<file path="src/rtl/iob_post_ctrl.sv">
// IOB access sequencer: posts CPU writes through a small FIFO, issues reads and SCSI
// cycles directly once all posted writes have drained, over a single IOB channel.
module iob_post_ctrl #(
    parameter int unsigned DEPTH = 2,
    parameter int unsigned PTRW  = 2,
    localparam int unsigned AW = 23,
    localparam int unsigned DW = 16,
    localparam int unsigned SW = 2
) (
    input  logic          CLK,
    input  logic          nRES,
    input  logic          BACT,
    input  logic          IOCS,
    input  logic          SCSICS,
    input  logic          IOPWCS,
    input  logic          nWE,
    input  logic [AW-1:0] A,
    input  logic [DW-1:0] D,
    input  logic [SW-1:0] nDS,
    output logic          FSBReady,
    output logic          IOReq,
    output logic          IOWr,
    output logic [AW-1:0] IOA,
    output logic [DW-1:0] IOD,
    output logic [SW-1:0] IODS,
    input  logic          IOAck,
    output logic          QEmpty
);

    localparam int unsigned CW = PTRW + 1;

    typedef struct packed {
        logic [AW-1:0] a;
        logic [DW-1:0] d;
        logic [SW-1:0] ds;
    } entry_t;

    typedef enum logic [1:0] {IDLE, DRAIN, DIRECT, RELEASE} state_t;

    state_t          state, state_d;
    logic            bact_q, decided, pend_post, pend_direct;
    logic [PTRW-1:0] wptr, rptr;
    logic [CW-1:0]   count, count_d;
    entry_t          fifo [DEPTH];
    entry_t          cpu_entry, head;

    logic            sel, start, is_post, full, push, pop, direct_go;
    logic            fsb_ready_d, io_req_d, io_wr_d;
    logic [AW-1:0]   io_a_d;
    logic [DW-1:0]   io_d_d;
    logic [SW-1:0]   io_ds_d;

    function automatic logic [PTRW-1:0] ptr_inc(input logic [PTRW-1:0] p);
        return (p == PTRW'(DEPTH - 1)) ? '0 : p + PTRW'(1);
    endfunction

    // CPU cycle decode: one decision per BACT assertion; a full FIFO may accept on a pop edge
    always_comb begin
        sel       = IOCS | IOPWCS | SCSICS;
        start     = BACT & ~bact_q & sel & ~decided;
        is_post   = ~nWE & ~SCSICS & (IOPWCS | IOCS);
        full      = (count == CW'(DEPTH));
        pop       = (state == DRAIN) & IOAck;
        push      = BACT & ((start & is_post) | pend_post) & (~full | pop);
        direct_go = BACT & ((start & ~is_post) | pend_direct) & (state == IDLE) & (count == '0);
        cpu_entry = '{a: A, d: D, ds: nDS};
        head      = fifo[rptr];
        count_d   = count + CW'(push) - CW'(pop);
    end

    // IOB channel FSM; bus outputs only change when a cycle is launched or released
    always_comb begin
        state_d     = state;
        fsb_ready_d = push;
        io_req_d    = IOReq;
        io_wr_d     = IOWr;
        io_a_d      = IOA;
        io_d_d      = IOD;
        io_ds_d     = IODS;
        case (state)
            IDLE: begin
                if (count != '0) begin
                    state_d  = DRAIN;
                    io_req_d = 1'b1;
                    io_wr_d  = 1'b1;
                    io_a_d   = head.a;
                    io_d_d   = head.d;
                    io_ds_d  = head.ds;
                end else if (direct_go) begin
                    state_d  = DIRECT;
                    io_req_d = 1'b1;
                    io_wr_d  = ~nWE;
                    io_a_d   = A;
                    io_ds_d  = nDS;
                    if (!nWE) io_d_d = D;
                end
            end
            DRAIN: begin
                if (IOAck) begin
                    state_d  = RELEASE;
                    io_req_d = 1'b0;
                    io_ds_d  = '1;
                end
            end
            DIRECT: begin
                if (IOAck) begin
                    state_d     = RELEASE;
                    io_req_d    = 1'b0;
                    io_ds_d     = '1;
                    fsb_ready_d = 1'b1;
                end
            end
            RELEASE: begin
                if (!IOAck) state_d = IDLE;
            end
            default: state_d = IDLE;
        endcase
    end

    always_ff @(posedge CLK or negedge nRES) begin
        if (!nRES) begin
            state       <= IDLE;
            bact_q      <= 1'b0;
            decided     <= 1'b0;
            pend_post   <= 1'b0;
            pend_direct <= 1'b0;
            wptr        <= '0;
            rptr        <= '0;
            count       <= '0;
            FSBReady    <= 1'b0;
            IOReq       <= 1'b0;
            IOWr        <= 1'b0;
            IOA         <= '0;
            IOD         <= '0;
            IODS        <= '1;
            QEmpty      <= 1'b1;
        end else begin
            state       <= state_d;
            bact_q      <= BACT;
            decided     <= BACT & (decided | start);
            pend_post   <= BACT & ~push & (pend_post | (start & is_post));
            pend_direct <= BACT & ~direct_go & (pend_direct | (start & ~is_post));
            if (push) wptr <= ptr_inc(wptr);
            if (pop)  rptr <= ptr_inc(rptr);
            count       <= count_d;
            FSBReady    <= fsb_ready_d;
            IOReq       <= io_req_d;
            IOWr        <= io_wr_d;
            IOA         <= io_a_d;
            IOD         <= io_d_d;
            IODS        <= io_ds_d;
            QEmpty      <= (count_d == '0);
        end
    end

    // Posted-write storage needs no reset: entries are only read once counted valid
    always_ff @(posedge CLK) begin
        if (push) fifo[wptr] <= cpu_entry;
    end

    always @(posedge CLK) begin
        if (nRES) begin
            assert (!(pop && (count == '0)))
                else $error("iob_post_ctrl: pop from empty FIFO");
            assert (count <= CW'(DEPTH))
                else $error("iob_post_ctrl: FIFO count overflow");
        end
    end

endmodule

</file>
<file path="config.mk">
export PLATFORM = sky130hd
export DESIGN_NAME = iob_post_ctrl
export DESIGN_NICKNAME = d
export VERILOG_FILES = /design/src/rtl/iob_post_ctrl.sv
export SDC_FILE = /design/constraint.sdc
export NUM_CORES = 1
export LEC_CHECK = 0
export ABC_AREA = 1
export BUFFER_PORTS_ARGS = -buffer_cell sky130_fd_sc_hd__buf_2
export CAP_MARGIN = 20
export CELL_PAD_IN_SITES_DETAIL_PLACEMENT = 0
export CELL_PAD_IN_SITES_GLOBAL_PLACEMENT = 1
export CORE_ASPECT_RATIO = 0.7
export CORE_MARGIN = 2
export CORE_UTILIZATION = 40
export DETAILED_ROUTE_END_ITERATION = 6
export PLACE_DENSITY = 0.85
export SLEW_MARGIN = 10
export SYNTH_ARGS = -nofsm -noshare
export SYNTH_HDL_FRONTEND = slang
export SYNTH_SLANG_ARGS = --single-unit
export TNS_END_PERCENT = 20
</file>
<file path="constraint.sdc">
create_clock -name CLK -period 3.1 [get_ports CLK]
set_clock_uncertainty 0.2 [all_clocks]
set_input_delay 0.62 -clock CLK [delete_from_list [all_inputs] [get_ports CLK]]
set_output_delay 0.62 -clock CLK [all_outputs]
set_load 0.02 [all_outputs]
</file>
==> out/results.txt, run 1 <==
first-iteration detailed-routing DRC count: 244
hpwl dp: 7710 um
switch share: 39.4%
Netlist cell types: 29
Root Driver: clkbuf_16
final count of hold timing violations: 0
# DRC: 0
wire per inst: 15.2 um
Clk pin slew, worst setup/hold paths: 60 ps
fraction of registers with async set/reset: 40.6%
most numerous cell in the Yosys netlist: nand2_1
fill cell count: 1,236
Skew-Pair Late Insertion Delay: 410 ps
crit path from: state[1]
Internal: 4.34 mW
Cells after DPL: 783
Slew Viols, Final: 0
DIE WIDTH: 147 um
cells after synthesis: 517
CTS Sinks: 138
area leader, netlist: edfxtp_1
input/output buffers: 93
register area: 3870 um^2
via density per instance: 5.01
GRT overflow: 0
crit path max fanout: 5
top cell type's share of synthesized area: 43.1%
Post-synth EDFFs: 82
antenna violations before repair: 0
Worst Reg-to-Reg Cells: 11
sequential area share after synthesis: 67.7%
Final setup viols: 0
combinational power share: 37.9%
Final Util: 50.1%
Syn Std Cell Area: 5710 um^2
global-route wire length before repair: 20,500 um
PostCTS Resize Cnt: 0
Mapped Avg Cell Area: 11.0 um^2
row count: 36
boundary pin count: 94
Max Clk Rate: 401 MHz
RSZ-0062 raised after global routing: false
vias in the first global route: 4,142
WS Path Type: reg -> reg
Final min period: 2490 ps
TritonCTS Buffers: 17
hold_buf cts: 0
Multi-input gate area: 1640 um^2
worst min-delay path category: in -> async
worst r2r dst: QEmpty
die area: 15,300 um^2
Clock power frac: 26.9%
sequential cell fraction of total power: 35.2%
origin of the critical flop-to-flop path: state[1]
Clock Path Buffers: 2
most instantiated cells after synthesis: nand2_1 (165), edfxtp_1 (82), dfrtp_1 (53), nand3_1 (30), o21ai_0 (28)
PwrDens: 1030 nW/um^2
Initial Utilization: 41.0%
flops & latches, synth: 138
status: finished, final reports clean
die height: 104 um
Leak: 3.05 nW
YS warnings: 0
crit start category: flop
Final nets: 670
Synth Flop Type: edfxtp_1
CP Capture Point: QEmpty
Finished Layout Cells: 815
Peak VDD IR: 415 uV
synth top area cells: edfxtp_1 (43%), dfrtp_1 (23%), nand2_1 (11%), nand3_1 (2.6%), o21ai_0 (2.5%)
final period utilization: 80.5%
DRT antenna net count: 0
net switching power: 2.82 mW
GRT Resource Usage Total: 17.0%
Worst slew margin: 45.7%
core area: 13,900 um^2
CP arrival: 2620 ps
worst-margin pin slew: 814 ps
pin count of the biggest net entering global routing: 85
H-tree depth: 4
total routed wirelength: 12,300 um
gp weighted congestion: 0.785
Req. time, crit path: 3230 ps
syn_nets: 575
setup repair bufs after CTS: 0
max-cap violation count: 0
via count: 4,086
crit end category: flop
slack of the worst reg-to-reg path: 610 ps
First-pass DRT Iterations: 5
CTS tree: done
n_diodes: 0
Hold Slack: 12.8 ps
share of cells above drive strength 1: 25.9%
Area Growth Syn to Fin: 22.0%
[per-layer routing]
| layer | vias to the layer above | part of all wire, % | track usage, % | routed length, um |
|---|---|---|---|---|
| met5 | - | 0 | 0 | 0 |
| met2 | 119 | 45 | 26.2 | 5620 |
| met3 | 13 | 5.8 | 4.87 | 722 |
| met4 | 0 | 1.1 | 5.34 | 133 |
| li1 | 1964 | - | - | - |
| met1 | 1990 | 48 | 23.5 | 5880 |
[cells in the final DEF (no fill, tap or decap), types with 2 or more instances in the layout]
cell        netlist  layout
o21ai_1           9       9
edfxtp_1         82      82
buf_12            0       2
nor2_1           25      23
nand2_2           2       3
nand4_1          22      22
inv_6             0       7
o21ai_0          28      28
dfrtp_1          53      53
nor2_4            0       2
a31oi_1          16      16
ha_1              8       8
clkinv_4          0       2
clkbuf_16         0      17
inv_1            19      19
clkinvlp_4        0       3
buf_4             0      10
nand3_1          30      30
dfstp_2           3       3
o21ai_2          14      14
nand2_1         165     164
buf_2             4      93
xor2_1            3       3
[registers in the layout, summed over array words and instances, names as in the netlist, 2 cells and up]
signal / cells
IODS: 2
IOD: 16
IOA: 23
state: 2
count: 3
fifo: 82
[power by group through the flow]
stage          Combinational [mW]  Sequential, mW  Clock (mW)
2_1_floorplan                1.63            2.88           0
3_3_place_gp                 2.66            2.54           0
3_5_place_dp                 2.73            2.55           0
4_1_cts                      2.73            2.52        1.97
5_1_grt                      3.04            2.56        2.05
6_report                     2.71            2.52        1.93
[logic make-up (layout without fill, tap and decap cells)]
family | after synthesis | count (layout) | share of synthesized area, %
XOR/XNOR | 4 | 4 | 0.614
AO/OA/AOI/OAI | 68 | 68 | 7.27
buffers and inverters | 49 | 157 | 3.86
flip-flops | 138 | 138 | 67.7
AND/OR/NAND/NOR | 249 | 249 | 18.4
adder cells (fa/ha/maj) | 9 | 9 | 2.10
[worst max-delay path: stages, from the launching register on]
cell,delay [ps]
dfrtp_1,420
inv_1,120
ha_1,150
nand2_1,90
nand3_1,120
nand3_1,110
ha_1,290
inv_1,40
ha_1,180
fa_1,380
xor2_1,180
nor3_1,150
[layout make-up]
class                           count  area share (%)
Inverter                           20            1.08
Sequential cell                   138            55.5
Clock inverter                     14            1.96
Timing Repair Buffer              105            8.33
Tap cell                          190            3.41
Clock buffer                       18            6.16
Multi-Input combinational cell    330            23.5
[worst min path at each step]
stage / startpoint / endpoint / slack (ps)
finish: nRES / rptr[0] / 10
global route: nRES / count[2] / 20
CTS: nRES / count[2] / 10
detailed placement: IOD[1] / IOD[1] / 250
global placement: IODS[1] / IODS[1] / 250
floorplan: nRES / FSBReady / 120
[metrics by stage]
step | setup TNS [ps] | cell area (um^2) | setup WS [ps] | total power [mW]
finish | 0 | 6970 | 606 | 7.16
detailed placement | 0 | 6400 | 265 | 5.28
floorplan | -38280 | 5710 | -467 | 4.52
global placement | 0 | 6400 | 366 | 5.20
global route | 0 | 6970 | 438 | 7.65
CTS | 0 | 6970 | 590 | 7.23
(Power assumes the default switching activity.)
==> run 2, diff against run 1 <==
==> constraint.sdc (replaced) <==
create_clock -name CLK -period 2.1 [get_ports CLK]
set_clock_uncertainty 0.2 [all_clocks]
set_input_delay 0.42 -clock CLK [delete_from_list [all_inputs] [get_ports CLK]]
set_output_delay 0.42 -clock CLK [all_outputs]
set_load 0.02 [all_outputs]
==> out/results.txt, run 2 (same netlist as run 1, synthesis figures left out) <==
Leak: 3.34 nW (+9.5%)
PwrDens: 1490 nW/um^2 (+45%)
via count: 4,243 (+3.8%)
n_diodes: 0 (unchanged)
Req. time, crit path: 2240 ps (-990 ps)
Setup WS post-layout: -136 ps (-741 ps)
H-tree depth: 4 (unchanged)
max-cap violation count: 0 (unchanged)
Final min period: 2240 ps (-259 ps)
DIE WIDTH: 147 um (unchanged)
status: finished with violations
# DRC: 0 (unchanged)
crit start category: flop
First-pass DRT Iterations: 4 (-1)
net switching power: 4.32 mW (+53%)
gp weighted congestion: 0.802 (+2.1%)
antenna violations before repair: 0 (unchanged)
Internal: 7.13 mW (+64%)
Max Clk Rate: 447 MHz (+12%)
Clk pin slew, worst setup/hold paths: 60 ps (about the same)
die height: 104 um (unchanged)
Final Util: 55.2% (+5.2 points)
via density per instance: 4.91 (-2.0%)
GRT overflow: 0 (unchanged)
CP arrival: 2380 ps (-240 ps)
first-iteration detailed-routing DRC count: 290 (+19%)
Peak VDD IR: 851 uV (+110%)
Area Growth Syn to Fin: 34.6%
final period utilization: 106% (+26 points)
worst-margin pin slew: 351 ps (-463 ps)
Clock Path Buffers: 2 (unchanged)
switch share: 37.7% (-1.7 points)
Largest regs: fifo: 82 flops, IOA: 23 flops, IOD: 16 flops
final count of hold timing violations: 0 (unchanged)
failing checks: negative setup slack
Final setup viols: 2 (+2)
die area: 15,300 um^2 (unchanged)
row count: 36 (unchanged)
crit end category: flop
boundary pin count: 94 (unchanged)
combinational power share: 39.5% (+1.6 points)
RSZ-0062 raised after global routing: true
WS Path Type: reg -> reg
Hold Slack: 21.1 ps (+8.25 ps)
most frequent cells in the layout: nand2_1 (162), buf_2 (93), edfxtp_1 (82)
pin count of the biggest net entering global routing: 57 (-33%)
core area: 13,900 um^2 (unchanged)
global-route wire length before repair: 21,400 um (+4.0%)
vias in the first global route: 4,341 (+4.8%)
Root Driver: clkbuf_16
sequential cell fraction of total power: 32.5% (-2.7 points)
GRT Resource Usage Total: 17.8% (+0.80 points)
Slew Viols, Final: 0 (unchanged)
DRT antenna net count: 0 (unchanged)
CTS Sinks: 138 (unchanged)
Worst slew margin: 76.6% (+31 points)
wire per inst: 14.8 um (-2.3%)
Skew-Pair Late Insertion Delay: 410 ps (about the same)
input/output buffers: 93 (unchanged)
CTS tree: done
share of cells above drive strength 1: 29.4% (+3.5 points)
TritonCTS Buffers: 17 (unchanged)
Clock power frac: 28.0% (+1.1 points)
max FFs per register: 82 (unchanged)
total routed wirelength: 12,800 um (+3.6%)
Final nets: 719 (+7.3%)
most common cell after layout, fill and taps aside: nand2_1
Most flops, register: fifo
dpl ws: -511 ps (-776 ps)
crit path max fanout: 2 (-3)
hpwl dp: 8160 um (+5.9%)
Initial Utilization: 41.0% (unchanged)
worst min-delay path category: in -> reg
-- run 2: power by group through the flow --
stage | logic (mW) | clock network [mW] | registers (mW)
floorplan | 2.46 | 0 | 4.27
global placement | 4.27 | 0 | 3.74
detailed placement | 4.38 | 0 | 3.77
CTS | 4.55 | 3.28 | 3.73
global route | 5.06 | 3.40 | 3.79
finish | 4.52 | 3.20 | 3.72
-- run 2: metal layers --
| layer | share of wire (%) | vias to the layer above | global-route usage, % |
|---|---|---|---|
| li1 | - | 2064 | - |
| met1 | 46 | 2058 | 23.2 |
| met2 | 48 | 102 | 28.6 |
| met3 | 5.1 | 19 | 5.70 |
| met4 | 0.98 | 0 | 5.69 |
| met5 | 0 | - | 0 |
-- run 2: final cells by class --
type / count / area, um^2
Fill cell: 1170 / 6230
Sequential cell: 138 / 3870
Multi-Input combinational cell: 330 / 1760
Timing Repair Buffer: 154 / 1100
Clock buffer: 17 / 425
Tap cell: 190 / 238
Clock inverter: 15 / 214
Inverter: 20 / 87.6
-- run 2: stage by stage --
step	TNS, ps	cells	area, um^2	power (mW)
2_1_floorplan	-6900	517	5810	6.73
3_3_place_gp	-1730	800	6690	8.01
3_5_place_dp	-6080	800	6690	8.14
4_1_cts	-179	862	7670	11.6
5_1_grt	-402	864	7690	12.3
6_report	-200	864	7690	11.4
-- run 2: critical path: stages, from the launching register on --
cell      delay (ps)
dfrtp_1          400
nor2_4           100
nand3_2           90
o21bai_4         150
nand3_4          100
ha_4             280
inv_2             40
ha_4             140
fa_2             360
xor2_2           180
nor3_2           130
-- run 2: timing repair --
item,in CTS,in global routing
setup buffers,2,0
hold endpoints to repair,106,3
pin swaps,6,0
hold buffers,28,2
resized for setup,7,0
endpoints found under the setup margin,3,3
-- run 2: worst paths after layout --
kind	startpoint	end	slack (ps)	cells past startpoint
max	bact_q	QEmpty	-140	10
min	D[13]	fifo[1][15]	20	1
max reg2reg	bact_q	QEmpty	-140	10
min reg2reg	IODS[1]	IODS[1]	260	2
max in group asynchronous	nRES	IODS[0]	1050	3
min in group asynchronous	nRES	decided	360	3
